[config.mk]
export PLATFORM = sky130hd
export DESIGN_NAME = vga_scan_generator_flat
export DESIGN_NICKNAME = d
export VERILOG_FILES = /design/src/rtl/vga_pkg.sv /design/src/rtl/vga_scan_generator_if.sv /design/src/rtl/sync_delay_line.sv /design/src/rtl/vga_scan_generator.sv /design/src/flat_wrapper.sv
export SDC_FILE = /design/constraint.sdc
export NUM_CORES = 1
export LEC_CHECK = 0
export ABC_AREA = 1
export CAP_MARGIN = 20
export CORE_MARGIN = 2
export CORE_UTILIZATION = 35
export CTS_CLUSTER_DIAMETER = 120
export DETAILED_ROUTE_END_ITERATION = 16
export DONT_BUFFER_PORTS = 1
export SYNTH_ARGS = -nofsm -noshare
export SYNTH_HDL_FRONTEND = slang
export SYNTH_SLANG_ARGS = --single-unit
[constraint.sdc]
create_clock -name clk -period 3 [get_ports clk]
set_input_delay 0.15 -clock clk [delete_from_list [all_inputs] [get_ports clk]]
set_output_delay 0.15 -clock clk [all_outputs]
set_load 0.05 [all_outputs]
[src/rtl/vga_pkg.sv]
// Shared 640x480@60 raster constants, the scan coordinate type and the scan FSM
// state encoding used by the timing generator and the pixel address logic.
package vga_pkg;

  localparam int VGA_H_ACTIVE = 640;
  localparam int VGA_H_FP     = 16;
  localparam int VGA_H_SYNC   = 96;
  localparam int VGA_H_BP     = 48;
  localparam int VGA_V_ACTIVE = 480;
  localparam int VGA_V_FP     = 10;
  localparam int VGA_V_SYNC   = 2;
  localparam int VGA_V_BP     = 33;

  localparam int VGA_H_TOTAL  = VGA_H_ACTIVE + VGA_H_FP + VGA_H_SYNC + VGA_H_BP;
  localparam int VGA_V_TOTAL  = VGA_V_ACTIVE + VGA_V_FP + VGA_V_SYNC + VGA_V_BP;
  localparam int VGA_HS_START = VGA_H_ACTIVE + VGA_H_FP;
  localparam int VGA_HS_END   = VGA_HS_START + VGA_H_SYNC;
  localparam int VGA_VS_START = VGA_V_ACTIVE + VGA_V_FP;
  localparam int VGA_VS_END   = VGA_VS_START + VGA_V_SYNC;

  localparam int COORD_W     = 10;
  localparam int COORD_LIMIT = 1 << COORD_W;

  typedef logic [COORD_W-1:0] coord_t;

  typedef enum logic {
    ST_IDLE = 1'b0,
    ST_RUN  = 1'b1
  } scan_state_t;

  // Half-open window test, done in 32 bits so an end bound of COORD_LIMIT cannot wrap.
  function automatic logic in_window(coord_t c, int lo, int hi);
    return (int'(c) >= lo) && (int'(c) < hi);
  endfunction

endpackage

[src/rtl/vga_scan_generator_if.sv]
// Scan bundle from the timing generator to the pixel pipeline and DAC.
interface vga_scan_generator_if;
  import vga_pkg::*;

  // No back-pressure: pix_en acts as the valid qualifier for x_pixel/y_pixel and the
  // strobes; the consumer must take every tick, there is no ready.
  logic        pix_en;
  coord_t      x_pixel;
  coord_t      y_pixel;
  logic        video_on;
  logic        hsync;
  logic        vsync;
  logic        hsync_d;
  logic        vsync_d;
  logic        video_on_d;
  logic        line_start;
  logic        frame_start;
  scan_state_t scan_state;

  modport master (
    output pix_en, x_pixel, y_pixel, video_on, hsync, vsync,
           hsync_d, vsync_d, video_on_d, line_start, frame_start, scan_state
  );

  modport slave (
    input pix_en, x_pixel, y_pixel, video_on, hsync, vsync,
          hsync_d, vsync_d, video_on_d, line_start, frame_start, scan_state
  );

endinterface

[src/rtl/sync_delay_line.sv]
// Shift register advanced on a strobe, with synchronous flush to a reset pattern.
// DEPTH=0 degenerates to a plain wire.
module sync_delay_line #(
  parameter int               WIDTH     = 1,
  parameter int               DEPTH     = 1,
  parameter logic [WIDTH-1:0] RESET_VAL = '0
) (
  input  logic             clk,
  input  logic             rst_n,
  input  logic             flush,
  input  logic             shift_en,
  input  logic [WIDTH-1:0] d,
  output logic [WIDTH-1:0] q
);

  if (DEPTH == 0) begin : g_pass
    logic unused;
    assign unused = &{1'b0, clk, rst_n, flush, shift_en};
    assign q      = d;
  end else begin : g_shift
    logic [WIDTH-1:0] stage [DEPTH];

    always_ff @(posedge clk or negedge rst_n) begin
      if (!rst_n) begin
        for (int i = 0; i < DEPTH; i++) stage[i] <= RESET_VAL;
      end else if (flush) begin
        for (int i = 0; i < DEPTH; i++) stage[i] <= RESET_VAL;
      end else if (shift_en) begin
        stage[0] <= d;
        for (int i = 1; i < DEPTH; i++) stage[i] <= stage[i-1];
      end
    end

    assign q = stage[DEPTH-1];
  end

endmodule

[src/rtl/vga_scan_generator.sv]
// Raster timing generator: pixel tick from the system clock, h/v scan counters,
// sync/blank decode and a latency-matched copy of sync/blank for the DAC.
module vga_scan_generator
  import vga_pkg::*;
#(
  parameter int CLK_DIV    = 2,
  parameter int H_ACTIVE   = VGA_H_ACTIVE,
  parameter int H_FP       = VGA_H_FP,
  parameter int H_SYNC     = VGA_H_SYNC,
  parameter int H_BP       = VGA_H_BP,
  parameter int V_ACTIVE   = VGA_V_ACTIVE,
  parameter int V_FP       = VGA_V_FP,
  parameter int V_SYNC     = VGA_V_SYNC,
  parameter int V_BP       = VGA_V_BP,
  parameter int SYNC_DELAY = 2
) (
  input  logic                  clk,
  input  logic                  rst_n,
  input  logic                  enable,
  vga_scan_generator_if.master  scan
);

  localparam int H_TOTAL  = H_ACTIVE + H_FP + H_SYNC + H_BP;
  localparam int V_TOTAL  = V_ACTIVE + V_FP + V_SYNC + V_BP;
  localparam int HS_START = H_ACTIVE + H_FP;
  localparam int HS_END   = HS_START + H_SYNC;
  localparam int VS_START = V_ACTIVE + V_FP;
  localparam int VS_END   = VS_START + V_SYNC;

  localparam int                DIV_W    = (CLK_DIV > 1) ? $clog2(CLK_DIV) : 1;
  localparam logic [DIV_W-1:0]  DIV_LAST = DIV_W'(CLK_DIV - 1);
  localparam coord_t            H_LAST   = coord_t'(H_TOTAL - 1);
  localparam coord_t            V_LAST   = coord_t'(V_TOTAL - 1);

  if (H_TOTAL > COORD_LIMIT || V_TOTAL > COORD_LIMIT || CLK_DIV < 1) begin : g_bad_params
    $error("vga_scan_generator: timing does not fit 10-bit counters or CLK_DIV < 1");
  end

  scan_state_t      state, state_next;
  logic [DIV_W-1:0] div_cnt;
  coord_t           h_cnt;
  coord_t           v_cnt;
  logic             running;
  logic             pix_en;
  logic             video_c;
  logic             hsync_c;
  logic             vsync_c;
  logic [2:0]       delayed;

  always_ff @(posedge clk or negedge rst_n) begin
    if (!rst_n) state <= ST_IDLE;
    else        state <= state_next;
  end

  always_comb begin
    state_next = state;
    if (!enable) state_next = ST_IDLE;
    else         state_next = ST_RUN;
  end

  assign running = (state == ST_RUN);
  assign pix_en  = running && (div_cnt == DIV_LAST);

  always_ff @(posedge clk or negedge rst_n) begin
    if (!rst_n) begin
      div_cnt <= '0;
      h_cnt   <= '0;
      v_cnt   <= '0;
    end else if (!enable) begin
      div_cnt <= '0;
      h_cnt   <= '0;
      v_cnt   <= '0;
    end else if (running) begin
      div_cnt <= (div_cnt == DIV_LAST) ? '0 : div_cnt + DIV_W'(1);
      if (pix_en) begin
        if (h_cnt == H_LAST) begin
          h_cnt <= '0;
          v_cnt <= (v_cnt == V_LAST) ? '0 : v_cnt + coord_t'(1);
        end else begin
          h_cnt <= h_cnt + coord_t'(1);
        end
      end
    end
  end

  // Counters are already zero whenever running is low; the gating keeps the
  // sync/blank decode at idle levels during the first edge after enable.
  assign video_c = running && (int'(h_cnt) < H_ACTIVE) && (int'(v_cnt) < V_ACTIVE);
  assign hsync_c = ~(running && in_window(h_cnt, HS_START, HS_END));
  assign vsync_c = ~(running && in_window(v_cnt, VS_START, VS_END));

  sync_delay_line #(
    .WIDTH     (3),
    .DEPTH     (SYNC_DELAY),
    .RESET_VAL (3'b110)
  ) u_delay (
    .clk      (clk),
    .rst_n    (rst_n),
    .flush    (!enable),
    .shift_en (pix_en),
    .d        ({hsync_c, vsync_c, video_c}),
    .q        (delayed)
  );

  assign scan.pix_en      = pix_en;
  assign scan.x_pixel     = running ? h_cnt : '0;
  assign scan.y_pixel     = running ? v_cnt : '0;
  assign scan.video_on    = video_c;
  assign scan.hsync       = hsync_c;
  assign scan.vsync       = vsync_c;
  assign scan.hsync_d     = delayed[2];
  assign scan.vsync_d     = delayed[1];
  assign scan.video_on_d  = delayed[0];
  assign scan.line_start  = pix_en && (h_cnt == '0);
  assign scan.frame_start = pix_en && (h_cnt == '0) && (v_cnt == '0);
  assign scan.scan_state  = state;

endmodule

[src/flat_wrapper.sv]
// flat-port wrapper written by rule: the top's interface ports become plain ports
module vga_scan_generator_flat import vga_pkg::*;
#(
  parameter int CLK_DIV    = 2,
  parameter int H_ACTIVE   = VGA_H_ACTIVE,
  parameter int H_FP       = VGA_H_FP,
  parameter int H_SYNC     = VGA_H_SYNC,
  parameter int H_BP       = VGA_H_BP,
  parameter int V_ACTIVE   = VGA_V_ACTIVE,
  parameter int V_FP       = VGA_V_FP,
  parameter int V_SYNC     = VGA_V_SYNC,
  parameter int V_BP       = VGA_V_BP,
  parameter int SYNC_DELAY = 2
)
  (clk, rst_n, enable, scan_pix_en, scan_x_pixel, scan_y_pixel, scan_video_on, scan_hsync, scan_vsync, scan_hsync_d, scan_vsync_d, scan_video_on_d, scan_line_start, scan_frame_start, scan_scan_state);
  vga_scan_generator_if scan_i ();
  input  logic clk;
  input  logic rst_n;
  input  logic enable;
  output wire logic [$bits(scan_i.pix_en)-1:0] scan_pix_en;
  output wire logic [$bits(scan_i.x_pixel)-1:0] scan_x_pixel;
  output wire logic [$bits(scan_i.y_pixel)-1:0] scan_y_pixel;
  output wire logic [$bits(scan_i.video_on)-1:0] scan_video_on;
  output wire logic [$bits(scan_i.hsync)-1:0] scan_hsync;
  output wire logic [$bits(scan_i.vsync)-1:0] scan_vsync;
  output wire logic [$bits(scan_i.hsync_d)-1:0] scan_hsync_d;
  output wire logic [$bits(scan_i.vsync_d)-1:0] scan_vsync_d;
  output wire logic [$bits(scan_i.video_on_d)-1:0] scan_video_on_d;
  output wire logic [$bits(scan_i.line_start)-1:0] scan_line_start;
  output wire logic [$bits(scan_i.frame_start)-1:0] scan_frame_start;
  output wire logic [$bits(scan_i.scan_state)-1:0] scan_scan_state;
  assign scan_pix_en = scan_i.pix_en;
  assign scan_x_pixel = scan_i.x_pixel;
  assign scan_y_pixel = scan_i.y_pixel;
  assign scan_video_on = scan_i.video_on;
  assign scan_hsync = scan_i.hsync;
  assign scan_vsync = scan_i.vsync;
  assign scan_hsync_d = scan_i.hsync_d;
  assign scan_vsync_d = scan_i.vsync_d;
  assign scan_video_on_d = scan_i.video_on_d;
  assign scan_line_start = scan_i.line_start;
  assign scan_frame_start = scan_i.frame_start;
  assign scan_scan_state = scan_i.scan_state;
  vga_scan_generator #(.CLK_DIV(CLK_DIV), .H_ACTIVE(H_ACTIVE), .H_FP(H_FP), .H_SYNC(H_SYNC), .H_BP(H_BP), .V_ACTIVE(V_ACTIVE), .V_FP(V_FP), .V_SYNC(V_SYNC), .V_BP(V_BP), .SYNC_DELAY(SYNC_DELAY)) u_core (.clk(clk), .rst_n(rst_n), .enable(enable), .scan(scan_i));
endmodule
=== Yosys cells after proc, flatten, opt, wreduce, memory -nomap -nowiden ===
Cells that the tools add are included.
Widths: inputs -> output; s select.

* Bits in writable memories: 0
* Bits in registers: 28
* Memories kept: 0
* Bits in read-only memories: 0
* Word-level logic and storage cells: 52
* Input port bits: 3
* Latch bits: 0

* Multiply operators: 0
* Muxes and demuxes: 17
* Shift-type cells: 0
* Add/sub/neg operators: 3
* Div/mod/pow operators: 0
* Equality and inequality tests: 5
* Bitwise gates (word level): 2
* Reduce and logical (&&, ||, !) cells: 13
* Order comparisons: 6

{| class="wikitable"
|+ Operators with widths
! operator !! count
|-
| $mux 10 || 11
|-
| $add 10x1->10 const B || 2
|-
| $eq 10x10->1 const B || 2
|-
| $logic_not 10->1 || 2
|-
| $lt 10x10->1 const B || 2
|-
| $lt 10x9->1 const B || 2
|-
| $mux 6 || 2
|-
| $ge 10x10->1 const B || 1
|-
| $ge 10x9->1 const B || 1
|-
| $logic_and 1x1->1 || 9
|-
| $ne 2x1->1 const B || 3
|-
| $mux 1 || 4
|-
| $reduce_and 3->1 || 1
|-
| $not 1->1 || 2
|-
| $reduce_and 2->1 || 1
|-
| $add 1x1->1 const B || 1
|}

=== Longest topological paths before layout ===
* Word-level depth: 6
* Gate-level depth with buffers: 11

=== Cells and area by module ===
Synthesis repeated with hierarchy kept, for this count alone.

* Cell total of the unflattened synthesis: 275
* Area total of the unflattened synthesis: 1904.3 um2

{| class="wikitable"
|+ By module, submodules not included
! module !! area each (um2) !! cells each !! instances
|-
| vga_scan_generator || 1636.6 || 246 || 1
|-
| sync_delay_line || 267.8 || 29 || 1
|}

=== Least setup slack after synthesis ===
Ideal clock, no wire load.

* Path kind: reg2out
* Start point: reg u_core.state, in the netlist u_core.scan.scan_state
* End point: out scan_frame_start
* Arrival time: 2.948 ns
* Stages on the path, launching flop included: 5
* Setup slack: -0.098 ns
* Data required time: 2.850 ns
* Path buffers: 0
* Cell sequence: dfrtp_1 nand2_1 inv_1 nand3_1 nor4_1

* Longest elaborated chain between the ends: 3

{| class="wikitable"
|+ RTL lines
! element !! line !! source
|-
| start: declaration || vga_scan_generator.sv:39 || <nowiki>scan_state_t state, state_next;</nowiki>
|-
| start signal: assignment || vga_scan_generator.sv:52 || <nowiki>else state <= state_next;</nowiki>
|-
| $logic_and 1x1->1 || vga_scan_generator.sv:62 || <nowiki>assign pix_en = running && (div_cnt == DIV_LAST);</nowiki>
|-
| named net scan_pix_en || flat_wrapper.sv:20 || <nowiki>output wire logic [$bits(scan_i.pix_en)-1:0] scan_pix_en;</nowiki>
|-
| $logic_and 1x1->1 (2 in a row) || vga_scan_generator.sv:115 || <nowiki>assign scan.frame_start = pix_en && (h_cnt == '0) && (v_cnt == '0);</nowiki>
|-
| end: declaration || flat_wrapper.sv:30 || <nowiki>output wire logic [$bits(scan_i.frame_start)-1:0] scan_frame_start;</nowiki>
|}

The timed path passes the listed nets, and every way through them passes these cells.

=== Final worst setup path ===
* Start point: reg u_core.state, in the netlist u_core.scan.scan_state
* End point: out scan_video_on

* Longest elaborated chain between the ends: 2

{| class="wikitable"
|+ RTL lines
! element !! line !! source
|-
| $logic_and 1x1->1 (2 in a row) || vga_scan_generator.sv:88 || <nowiki>assign video_c = running && (int'(h_cnt) < H_ACTIVE) && (int'(v_cnt) < V_ACTIVE);</nowiki>
|-
| end: declaration || flat_wrapper.sv:23 || <nowiki>output wire logic [$bits(scan_i.video_on)-1:0] scan_video_on;</nowiki>
|}

No other way between the ends.

==> impl_metrics.sql <==
INSERT INTO impl_metrics (metric_group, metric, value, unit) VALUES
('clock_tree', 'tritoncts.num_buffers', '3', ''),
('layout', 'area_delta_synth_final', '8.33', '%'),
('worst_setup_path', 'critPathArrivalTime', '2.00', 'ns'),
('clock_tree', 'cts_tree', 'done', ''),
('die', 'floorplan.initialDensity', '36.5', '%'),
('synthesis', 'post-synth-top-count-cell', 'sky130_fd_sc_hd__nand2_1', ''),
('worst_hold_path', 'hold_path_class', 'in2reg', ''),
('power', 'power.clock.fraction', '30.7', '%'),
('global_route', 'global_route.usage.met2', '24.9', '%'),
('synthesis', 'syn-instance-count', '273', ''),
('placement', 'detailedPlacementHpwl', '3270', 'um'),
('global_route', 'first_global_vias', '1625', ''),
('synthesis', 'netlist_top_cells_count', '71 x sky130_fd_sc_hd__nand2_1, 59 x sky130_fd_sc_hd__inv_1, 28 x sky130_fd_sc_hd__nand3_1, 24 x sky130_fd_sc_hd__dfrtp_1, 24 x sky130_fd_sc_hd__nor2_1', ''),
('placement', 'numPortBuffers', '0', ''),
('synthesis', 'yosys.area_share.xor_xnor', '0.941', '%'),
('timing', 'post_route_setup_tns', '0', 'ns'),
('drt', 'drc_violations_left', '0', ''),
('synthesis', 'netlist_area', '1860', 'um2'),
('timing', 'timing_hold_violations_final', '0', ''),
('synthesis', 'synth_async_sr_flop_share', '100', '%'),
('die', 'chipWidth', '76.9', 'um'),
('synthesis', 'yosys.area.top_type_share', '32.3', '%'),
('worst_setup_path', 'cp_data_required_time', '2.85', 'ns'),
('synthesis', 'synth.net_count', '280', ''),
('layout', 'layout-drive-gt1-share', '9.42', '%'),
('drt', 'totalWireLength', '4480', 'um'),
('global_route', 'grt_use_met1', '22.6', '%'),
('global_route', 'grt_busiest_layer', 'met2', ''),
('power', 'part_of_the_power_in_registers', '50.9', '%'),
('timing', 'fin_skew', '0.00372', 'ns'),
('global_route', 'initial_antenna_violation_count', '0', ''),
('run_status', 'run_status', 'complete, no violations', ''),
('clock_tree', 'clk_path_buf_depth', '2', ''),
('clock_tree', 'cts.reportedPaths.clkPinSlew', '0.10', 'ns'),
('synthesis', 'synth_top_cell_by_area', 'sky130_fd_sc_hd__dfrtp_1', ''),
('synthesis', 'synth_compound_gate_area_share', '9.07', '%'),
('synthesis', 'synth.ff_latch_count', '28', ''),
('die', 'std_cell_rows', '26', ''),
('die', 'num_io_pins', '33', ''),
('synthesis', 'multiplexer_share_of_the_synthesized_area', '0', '%'),
('drt', 'vias_per_cell', '4.92', ''),
('synthesis', 'post_synth_and_or_nand_nor_area_fraction', '33.7', '%'),
('synthesis', 'dominant_combinational_cell_family_by_area_after_synthesis', 'simple AND/OR/NAND/NOR gates', ''),
('placement', 'gp_congestion', '0.819', ''),
('die', 'core_area', '5110', 'um2'),
('global_route', 'globalRoute.totalOverflow', '0', ''),
('synthesis', 'share_of_the_yosys_chip_area_belonging_to_registers', '37.9', '%'),
('die', 'floorplan.die_area', '5920', 'um2'),
('drt', 'drtAntennaViolNets', '0', ''),
('global_route', 'gr_met3_demand_resource', '2.94', '%'),
('power', 'comb_power_share', '18.4', '%'),
('worst_setup_path', 'critPathMaxFanout', '14', ''),
('power', 'peakVddDrop', '176', 'uV'),
('timing', 'timing.final.crit_period', '2.15', 'ns'),
('power', 'p_int', '545', 'uW'),
('synthesis', 'synthesis.yosys.warnings', '0', ''),
('drt', 'routed_wire_per_std_cell', '13.0', 'um'),
('timing', 'finalSetupViolCount', '0', ''),
('clock_tree', 'h_tree_levels', '1', ''),
('power', 'power.density', '396', 'nW/um2'),
('synthesis', 'synth_edf_count', '0', ''),
('timing', 'share_of_the_cycle_needed_by_the_critical_path_after_routing', '71.8', '%'),
('clock_tree', 'cts.sink_count', '28', ''),
('synthesis', 'syn-mean-instance-area', '6.82', 'um2'),
('worst_setup_path', 'kind_of_end_point_of_the_critical_path', 'output port', ''),
('timing', 'max_slew_margin', '54.7', '%'),
('timing', 'rsz0062_at_grt', 'false', ''),
('timing', 'slew_violations', '0', ''),
('global_route', 'largest_net_degree_at_the_start_of_global_routing', '29', ''),
('synthesis', 'ys.flop_type', 'sky130_fd_sc_hd__dfrtp_1', ''),
('drt', 'dr.first_iter.drc_count', '100', '');
power by group through the flow:
stage | registers, mW | logic, mW | clock network, mW
after CTS | 0.407 | 0.149 | 0.250
after detailed placement | 0.414 | 0.135 | 0
final | 0.406 | 0.147 | 0.246
after floorplan | 0.412 | 0.116 | 0
after global routing | 0.409 | 0.165 | 0.269
after global placement | 0.414 | 0.135 | 0
critical path, stage by stage, from the launching register on:
cell                      delay [ns]
sky130_fd_sc_hd__dfrtp_1        0.61
sky130_fd_sc_hd__buf_4          0.38
sky130_fd_sc_hd__inv_1          0.09
sky130_fd_sc_hd__nor3_1         0.17
sky130_fd_sc_hd__nand3_1        0.12
sky130_fd_sc_hd__inv_1          0.34
placed cells by master, fill, tap and decap left out, drive strengths merged, types with 2 or more instances in the layout:
master	netlist	routed
buf	5	5
nand2	73	73
dfrtp	24	24
clkbuf	3	4
xor2	2	2
a21oi	11	11
o21ai	12	12
nand3	29	29
nor3	4	4
ha	4	4
dfstp	4	4
inv	61	61
dlygate4sd3	0	2
o22ai	2	2
nor2	26	26
nand4	5	5
o21bai	2	2
final cells by class:
type / count / area (um2) / share of cell area [%]
multi-input cells: 176 / 870 / 43.1
flip-flops and latches: 28 / 706 / 35.0
inverters: 61 / 229 / 11.4
well taps: 70 / 87.6 / 4.34
repair buffers: 7 / 70.1 / 3.47
clock buffers: 4 / 55.1 / 2.73
cell families (layout without fill, tap and decap cells):
kind of cell,Yosys count,in the layout
flops,28,28
compound gates,29,29
buf+inv,69,72
xor+xnor,2,2
simple gates,141,141
fa+ha+maj,4,4
per-stage QoR:
stage	worst slack, ns	power, mW	hold WS [ns]	area, um2	std cells
finish	0.845	0.799	0.00252	2020	346
detailed placement	1.13	0.549	-0.145	1920	339
global placement	1.20	0.549	-0.145	1920	339
global route	0.733	0.842	0.00941	2020	346
floorplan	0.455	0.528	-0.146	1870	273
CTS	0.857	0.806	0.00232	2020	346
final timing paths:
path	start	depth (start not counted)	slack, ns	end
min in group asynchronous	rst_n	2	0.28	u_core.v_cnt[7]
max reg2reg	u_core.scan.scan_state	5	1.13	u_core.u_delay.g_shift.stage[4]
max in group asynchronous	rst_n	2	2.48	u_core.u_delay.q[2]
max	u_core.scan.scan_state	5	0.85	scan_video_on
min reg2reg	u_core.u_delay.g_shift.stage[5]	2	0.48	u_core.u_delay.q[2]
min	enable	2	0.003	u_core.v_cnt[3]
layer usage:
metal	routed length, um	part of all wire (%)
met2	2040	45
met1	2140	48
met4	81	1.8
met3	228	5.1
met5	0	0
state kept, by name, indices dropped and copies added, names as in the netlist:
signal                        cells
u_core.h_cnt                     10
u_core.v_cnt                     10
u_core.u_delay.q                  3
u_core.u_delay.g_shift.stage      3
u_core.scan.scan_state            1
u_core.div_cnt                    1
(Power assumes the default switching activity.)
